--- src/rtl/multicycle_ctrl_pkg.sv ---
// Shared definitions for the multicycle control path: opcode width, opcode constants,
// ALUOp codes and the FSM state encoding, visible to the datapath as well.
package multicycle_ctrl_pkg;

  localparam int OPCODE_WIDTH_DEF = 6;

  localparam logic [5:0] OP_LW    = 6'b100011;
  localparam logic [5:0] OP_SW    = 6'b101011;
  localparam logic [5:0] OP_RTYPE = 6'b000000;
  localparam logic [5:0] OP_BEQ   = 6'b000100;
  localparam logic [5:0] OP_ADDI  = 6'b001000;
  localparam logic [5:0] OP_J     = 6'b000010;

  localparam logic [1:0] ALUOP_ADD   = 2'b00;
  localparam logic [1:0] ALUOP_SUB   = 2'b01;
  localparam logic [1:0] ALUOP_FUNCT = 2'b10;

  // Encodings 12-15 are unused and recover to FETCH.
  typedef enum logic [3:0] {
    S_FETCH  = 4'd0,
    S_DECODE = 4'd1,
    S_MEMADR = 4'd2,
    S_MEMRD  = 4'd3,
    S_MEMWB  = 4'd4,
    S_MEMWR  = 4'd5,
    S_EXEC   = 4'd6,
    S_ALUWB  = 4'd7,
    S_BRANCH = 4'd8,
    S_ADDIEX = 4'd9,
    S_ADDIWB = 4'd10,
    S_JUMP   = 4'd11
  } mc_state_e;

endpackage

--- src/rtl/multicycle_ctrl.sv ---
// Multicycle control FSM: state-decoded datapath controls, illegal-opcode pulse, retired-instruction counter.
// Controls settle combinationally from state; FETCH/MEMRD/MEMWR stall until mc_i_mem_ready.
module multicycle_ctrl
  import multicycle_ctrl_pkg::*;
#(
  parameter int OPCODE_WIDTH = OPCODE_WIDTH_DEF,
  parameter int CNT_WIDTH    = 16
) (
  input  logic                    mc_clk,
  input  logic                    mc_rst,
  input  logic                    mc_i_en,
  input  logic [OPCODE_WIDTH-1:0] mc_i_opcode,
  input  logic                    mc_i_mem_ready,
  output logic                    mc_o_ce,
  output logic                    mc_o_IRWrite,
  output logic                    mc_o_PCWrite,
  output logic                    mc_o_Branch,
  output logic                    mc_o_Jump,
  output logic                    mc_o_RegDst,
  output logic                    mc_o_RegWrite,
  output logic                    mc_o_ALUSrc,
  output logic                    mc_o_MemRead,
  output logic                    mc_o_MemWrite,
  output logic                    mc_o_MemtoReg,
  output logic [1:0]              mc_o_ALUOp,
  output logic [3:0]              mc_o_state,
  output logic                    mc_o_illegal,
  output logic [CNT_WIDTH-1:0]    mc_o_instr_cnt
);

  localparam logic [OPCODE_WIDTH-1:0] OPC_LW    = OPCODE_WIDTH'(OP_LW);
  localparam logic [OPCODE_WIDTH-1:0] OPC_SW    = OPCODE_WIDTH'(OP_SW);
  localparam logic [OPCODE_WIDTH-1:0] OPC_RTYPE = OPCODE_WIDTH'(OP_RTYPE);
  localparam logic [OPCODE_WIDTH-1:0] OPC_BEQ   = OPCODE_WIDTH'(OP_BEQ);
  localparam logic [OPCODE_WIDTH-1:0] OPC_ADDI  = OPCODE_WIDTH'(OP_ADDI);
  localparam logic [OPCODE_WIDTH-1:0] OPC_J     = OPCODE_WIDTH'(OP_J);

  mc_state_e state, state_nxt;
  logic      illegal_nxt;
  logic      retire;
  logic      en_run;

  // Reset forces the FETCH strobes to their idle (en=0) values.
  assign en_run     = mc_i_en & ~mc_rst;
  assign mc_o_state = state;

  always_ff @(posedge mc_clk) begin
    if (mc_rst) begin
      state          <= S_FETCH;
      mc_o_illegal   <= 1'b0;
      mc_o_instr_cnt <= '0;
    end else begin
      state        <= state_nxt;
      mc_o_illegal <= illegal_nxt;
      if (retire) begin
        mc_o_instr_cnt <= mc_o_instr_cnt + CNT_WIDTH'(1);
      end
    end
  end

  always_comb begin
    state_nxt     = state;
    illegal_nxt   = 1'b0;
    retire        = 1'b0;
    mc_o_ce       = 1'b1;
    mc_o_IRWrite  = 1'b0;
    mc_o_PCWrite  = 1'b0;
    mc_o_Branch   = 1'b0;
    mc_o_Jump     = 1'b0;
    mc_o_RegDst   = 1'b0;
    mc_o_RegWrite = 1'b0;
    mc_o_ALUSrc   = 1'b0;
    mc_o_MemRead  = 1'b0;
    mc_o_MemWrite = 1'b0;
    mc_o_MemtoReg = 1'b0;
    mc_o_ALUOp    = ALUOP_ADD;

    case (state)
      S_FETCH: begin
        mc_o_ce      = en_run;
        mc_o_MemRead = en_run;
        mc_o_IRWrite = en_run & mc_i_mem_ready;
        mc_o_PCWrite = en_run & mc_i_mem_ready;
        if (en_run && mc_i_mem_ready) begin
          state_nxt = S_DECODE;
        end
      end
      S_DECODE: begin
        case (mc_i_opcode)
          OPC_LW, OPC_SW: state_nxt = S_MEMADR;
          OPC_RTYPE:      state_nxt = S_EXEC;
          OPC_BEQ:        state_nxt = S_BRANCH;
          OPC_ADDI:       state_nxt = S_ADDIEX;
          OPC_J:          state_nxt = S_JUMP;
          default: begin
            state_nxt   = S_FETCH;
            illegal_nxt = 1'b1;
          end
        endcase
      end
      S_MEMADR: begin
        mc_o_ALUSrc = 1'b1;
        state_nxt   = (mc_i_opcode == OPC_LW) ? S_MEMRD : S_MEMWR;
      end
      S_MEMRD: begin
        mc_o_MemRead = 1'b1;
        if (mc_i_mem_ready) begin
          state_nxt = S_MEMWB;
        end
      end
      S_MEMWB: begin
        mc_o_MemtoReg = 1'b1;
        mc_o_RegWrite = 1'b1;
        state_nxt     = S_FETCH;
        retire        = 1'b1;
      end
      S_MEMWR: begin
        mc_o_MemWrite = 1'b1;
        if (mc_i_mem_ready) begin
          state_nxt = S_FETCH;
          retire    = 1'b1;
        end
      end
      S_EXEC: begin
        mc_o_ALUOp = ALUOP_FUNCT;
        state_nxt  = S_ALUWB;
      end
      S_ALUWB: begin
        mc_o_RegDst   = 1'b1;
        mc_o_RegWrite = 1'b1;
        state_nxt     = S_FETCH;
        retire        = 1'b1;
      end
      S_BRANCH: begin
        mc_o_ALUOp  = ALUOP_SUB;
        mc_o_Branch = 1'b1;
        state_nxt   = S_FETCH;
        retire      = 1'b1;
      end
      S_ADDIEX: begin
        mc_o_ALUSrc = 1'b1;
        state_nxt   = S_ADDIWB;
      end
      S_ADDIWB: begin
        mc_o_RegWrite = 1'b1;
        state_nxt     = S_FETCH;
        retire        = 1'b1;
      end
      S_JUMP: begin
        mc_o_Jump    = 1'b1;
        mc_o_PCWrite = 1'b1;
        state_nxt    = S_FETCH;
        retire       = 1'b1;
      end
      default: begin
        mc_o_ce   = 1'b0;
        state_nxt = S_FETCH;
      end
    endcase
  end

endmodule

--- config.mk ---
export PLATFORM = sky130hd
export DESIGN_NAME = multicycle_ctrl
export DESIGN_NICKNAME = d
export VERILOG_FILES = /design/src/rtl/multicycle_ctrl_pkg.sv /design/src/rtl/multicycle_ctrl.sv
export SDC_FILE = /design/constraint.sdc
export NUM_CORES = 1
export LEC_CHECK = 0
export CAP_MARGIN = 20
export CORE_AREA = 2 2 68 70
export DETAILED_ROUTE_END_ITERATION = 10
export DIE_AREA = 0 0 70 72
export PLACE_DENSITY = 0.73
export SYNTH_ARGS = -nofsm -noshare
export SYNTH_HDL_FRONTEND = slang
export SYNTH_SLANG_ARGS = --single-unit
--- constraint.sdc ---
create_clock -name mc_clk -period 1.49 [get_ports mc_clk]
set_input_delay 0.149 -clock mc_clk [delete_from_list [all_inputs] [get_ports mc_clk]]
set_output_delay 0.149 -clock mc_clk [all_outputs]
set_load 0.03 [all_outputs]
# Word-level counts from Yosys, hierarchy flattened
# Index checks and enable logic that the tools add are counted.
[word_totals]
out_inout_bits = 34
register_bits = 21
word_cells = 59
[classes]
n_addsub = 1
eq_ne = 19
reduce_logical = 11
n_mux = 21
bitwise_logic = 4
[ops]
columns = ["operator", "count"]
rows = [
  ["$pmux 4 s7", 1],
  ["$pmux 4 s5", 1],
  ["$add 16x1->16 const B", 1],
  ["$eq 4x3->1 const B", 4],
  ["$eq 4x4->1 const B", 4],
  ["$eq 6x6->1 const B", 2],
  ["$mux 4", 3],
  ["$reduce_or 11->1", 1],
  ["$mux 1", 10],
  ["$eq 4x2->1 const B", 2],
  ["$pmux 1 s2", 4],
  ["$eq 6x2->1 const B", 1],
  ["$eq 6x3->1 const B", 1],
  ["$eq 6x4->1 const B", 1],
  ["$logic_not 6->1", 1],
  ["$ne 2x2->1 const B", 3],
  ["$reduce_or 2->1", 3],
  ["$reduce_or 6->1", 1],
  ["$reduce_or 5->1", 1],
  ["$eq 4x1->1 const B", 1],
  ["$logic_not 4->1", 1],
  ["$pmux 2 s2", 1],
  ["$mux 3", 1],
  ["$reduce_and 3->1", 1],
  ["other kinds (4)", 6],
]

# Longest topological paths before layout
[logic_depth]
ltp_word = 5
depth_mapped = 5
mapped_depth_nobuf = 4

# Worst setup path before layout
# No wires, ideal clock.
[synth_path]
path_kind = "register -> output"
startpoint = "reg state[2] (netlist: mc_o_state[2])"
endpoint = "out mc_o_ALUOp[0]"
path_buffers = 2
path_slack_ns = -0.516
stages_incl_launch_ff = 5
arrival_time_ns = 1.857
cell_sequence = "dfxtp_1 -> buf_2 -> nand2b_1 -> nor3_1 -> buf_4"
[synth_via]
elab_chain_len = 2
word_cells_on_any_way = 3
[synth_rtl]
columns = ["element", "line", "text"]
rows = [
  ["from (decl)", "multicycle_ctrl.sv:38", "mc_state_e state, state_nxt;"],
  ["from (signal assigned)", "multicycle_ctrl.sv:53", "state <= state_nxt;"],
  ["$eq 4x4->1 or $eq 4x3->1 (tied branches)", "multicycle_ctrl.sv:78", "case (state)"],
  ["$pmux 2 s2 *", "multicycle_ctrl.sv:78", ""],
  ["to (decl)", "multicycle_ctrl.sv:25", "output logic [1:0] mc_o_ALUOp,"],
]
# Mark *: on every way between the ends. The rest lies on a longest branch, timed or not.

# Worst setup path after layout
[layout_path]
startpoint = "reg state[3] (netlist: mc_o_state[3])"
endpoint = "out mc_o_ce"
[layout_via]
elab_chain_len = 3
word_cells_on_any_way = 14
[layout_rtl]
columns = ["element", "line", "text"]
rows = [
  ["$eq 4x3->1 (tied with other cells)", "multicycle_ctrl.sv:78", ""],
  ["$reduce_or 11->1 (no line)", "-", ""],
  ["$pmux 1 s2 *", "multicycle_ctrl.sv:78", ""],
  ["to (decl)", "multicycle_ctrl.sv:14", "output logic mc_o_ce,"],
]
# Marked as above.

==> flow_summary_export.csv <==
group,metric,value,unit
min_path,hold_class,"flop to flop",
route,route.detailed.drc,0,
logic_synthesis,synth_top_area_cell,"dfxtp_1",
sta,tightest_slew,0.419,ns
logic_synthesis,syn_area,1440,µm²
route,drt-vias-per-instance,5.49,
placement,place.gp.congestion,0.849,
cells_and_area,final_area,2820,µm²
cells_and_area,multiInputGateArea,1320,µm²
clocking,cts_tree,"yes",
global_route,grt_pass1_wl,7730,µm
pwr,p_leak,0.00108,µW
cells_and_area,drive_above_1_share,53.3,%
sta,rsz0062_at_grt,"true",
logic_synthesis,synth_cell_types,50,
setup_path,worstPathArrival,1.51,ns
sta,maxSlewViolCount,0,
logic_synthesis,yosys_register_bits,21,
cells_and_area,final_cells,309,
logic_synthesis,synth_top_area_share,29.3,%
floorplan,dieArea,5040,µm²
placement,place_hpwl,2980,µm
sta,fmax,0.604,GHz
floorplan,die_w,70,µm
sta,min_period,1.66,ns
floorplan,core_area,4260,µm²
sta,clock_skew,0.00500,ns
logic_synthesis,syn-num-nets,189,
setup_path,path_class,"flop to output pin",
cells_and_area,nets,269,
min_path,min_from,"mc_o_instr_cnt[2]$_SDFFE_PP0P_",
placement,dpl_cell_area,2250,µm²
min_path,min_path_cells,2,
route,drt_iter0_drc,72,
clocking,cts_max_path_buffers,2,
floorplan,row_count,24,
global_route,grt_pass1_vias,1625,
global_route,grt_usage,18.7,%
cells_and_area,seqCellArea,464,µm²
setup_path,ff2ff_path_depth,5,
global_route,grt_max_degree,21,
sta,setup_ws,-0.167,ns
flow_run,maxCapViolations,0,
setup_path,cp.required,1.34,ns
sta,finalHoldViolations,0,
setup_path,endpoint_kind,"output pin",
clocking,numCtsBuffers,3,
clocking,clk_pin_slew,0.08,ns
floorplan,ios,44,
pwr,power,1150,µW
logic_synthesis,synth_ff_type,"dfxtp_1",
setup_path,start_kind,"flop",
pwr,power_density,407,nW/µm²
cells_and_area,diodes,0,
cells_and_area,synthToLayoutAreaGrowth,96.0,%
sta,setup_viol,23,
logic_synthesis,syn_area_per_cell,8.07,µm²
global_route,grt_overflow,0,
logic_synthesis,yosys_warnings,0,
clocking,clk_root_buffer_cell,"clkbuf_8",
floorplan,start_util,33.7,%
logic_synthesis,ys_async_sr_fraction,0,%
setup_path,rr_startpoint,"mc_o_state[2]$_SDFFE_PP0P_",
setup_path,startpoint,"mc_o_state[3]$_SDFFE_PP0P_",
logic_synthesis,synthTopCellsByArea,"dfxtp_1, mux2_1, nor2_1, nor2b_1, a21oi_1",
placement,dp_slack,-0.325,ns
sta,max_slew_margin,72.0,%
outcome,failed_checks,"setup timing",
clocking,cts.sinks,21,
sta,fin_crit_sh,111,%
floorplan,die_h,72,µm
route,wl,5110,µm
clocking,clock_latency,0.26,ns
cells_and_area,fin_util,66.0,%
setup_path,crit_fanout,3,
placement,placedCellCount,291,
route,antenna_left,0,
global_route,antenna_found_initial,0,
route,wl_per_cell,16.5,µm
placement,placement.io_buffers,43,
outcome,status,"finished with violations",
pwr,ir_drop,0.345,mV
clocking,htree_levels,1,
logic_synthesis,synth_enable_flop_cells,0,
logic_synthesis,synth-seq-area-share,29.3,%
logic_synthesis,postSynthCellCount,178,
cells_and_area,fill_cells,345,
route,dr.pass1.iters,4,
route,via_count,1696,
power by group:
group	switching (µW)	total (µW)	leakage, µW	internal (µW)
clock	188	379	0.0000228	191
combinational	109	217	0.000875	107
sequential	3.44	550	0.000180	547
cell type report:
class / instances / area share (%)
Inverter: 5 / 0.667
Multi-Input combinational cell: 142 / 47.0
Tap cell: 52 / 2.31
Timing Repair Buffer: 85 / 31.9
Sequential cell: 21 / 16.5
Clock buffer: 4 / 1.60
critical path, cell delays in order, from the launching register on:
cell	delay [ns]
dfxtp_4	0.35
or2_4	0.26
or3_4	0.37
nor2_4	0.10
a21oi_2	0.04
buf_6	0.13
path summary, 6_finish.rpt:
check                                          to  slack, ns
setup / recovery                          mc_o_ce      -0.17
hold / removal     mc_o_instr_cnt[2]$_SDFFE_PP0P_       0.54
hold reg to reg    mc_o_instr_cnt[2]$_SDFFE_PP0P_       0.54
setup reg to reg  mc_o_instr_cnt[10]$_SDFFE_PP0P_      -0.11
layout by cell type, fill, tap and decap left out, types with 3 or more instances in the layout:
cell              n
dlygate4sd2_1    10
dfxtp_2           5
dlymetal6s2s_1    5
inv_1             4
nor2_2            3
mux2_4            6
buf_6            20
dfxtp_4          10
nor2_1           16
buf_12            5
nor4_4            7
clkdlybuf4s50_1  14
a21oi_2           6
buf_4            26
or4_4             4
nor2_4            4
clkbuf_8          3
o31ai_1           6
or4_1             3
nand2b_4          4
nand2_1           5
nand3_1           3
a21oi_1           6
dfxtp_1           6
o21ai_0           3
nor2b_1          11
mux2_1            3
state kept, by name, indices dropped and copies added (netlist names):
signal and flops:
mc_o_illegal 1, mc_o_instr_cnt 16, mc_o_state 4
repair_timing:
| action | 4_1_cts | 5_1_grt |
|---|---|---|
| buffers inserted | 7 | 4 |
| hold buffers | 0 | 0 |
| pin swaps | 10 | 19 |
| hold endpoints to repair | 0 | 0 |
| endpoints found under the setup margin | 31 | 37 |
| cloned | 3 | 0 |
| resized for setup | 54 | 48 |
logic make-up (layout without fill, tap and decap cells):
| kind of cell | Yosys count | after routing | synth area share, % |
|---|---|---|---|
| flip-flops | 21 | 21 | 29.3 |
| buffers and inverters | 16 | 94 | 5.31 |
| XOR/XNOR | 2 | 2 | 1.22 |
| AND/OR/NAND/NOR | 89 | 89 | 36.0 |
| adder cells (fa/ha/maj) | 1 | 1 | 0.871 |
| AO/OA/AOI/OAI | 39 | 40 | 19.6 |
| multiplexers | 10 | 10 | 7.75 |
per-layer routing:
| metal | vias up | track usage, % | part of all wire (%) | wire (µm) |
|---|---|---|---|---|
| li1 | 821 | - | - | - |
| met1 | 820 | 22.4 | 42 | 2140 |
| met2 | 49 | 34.1 | 52 | 2670 |
| met3 | 6 | 3.06 | 4.7 | 241 |
| met4 | 0 | 6.20 | 1.1 | 57 |
| met5 | - | 0 | 0 | 0 |
cells in the mapped netlist, types with 2 or more instances:
master    number
o31ai_1        7
nor2b_1       11
nand2_1        8
nand3b_1       2
nand3_1        5
and4_1         2
a21oi_1       12
nor2_1        23
or4_1          7
nand4_1        2
nor4_1         7
buf_2          4
and2_1         3
inv_1          4
o21ai_0        4
dfxtp_1       21
nor3_1         4
or3_1          3
nor4_2         3
nand2b_1       4
clkbuf_1       5
mux2_1         9
stage by stage:
stage	hold WS [ns]	TNS, ns
after global placement	0.473	-4.11
after CTS	0.524	-1.60
after global routing	0.571	-2.94
after floorplan	0.313	-0.338
final	0.542	-1.74
after detailed placement	0.483	-4.27
Power figures use the tool's default switching activity.
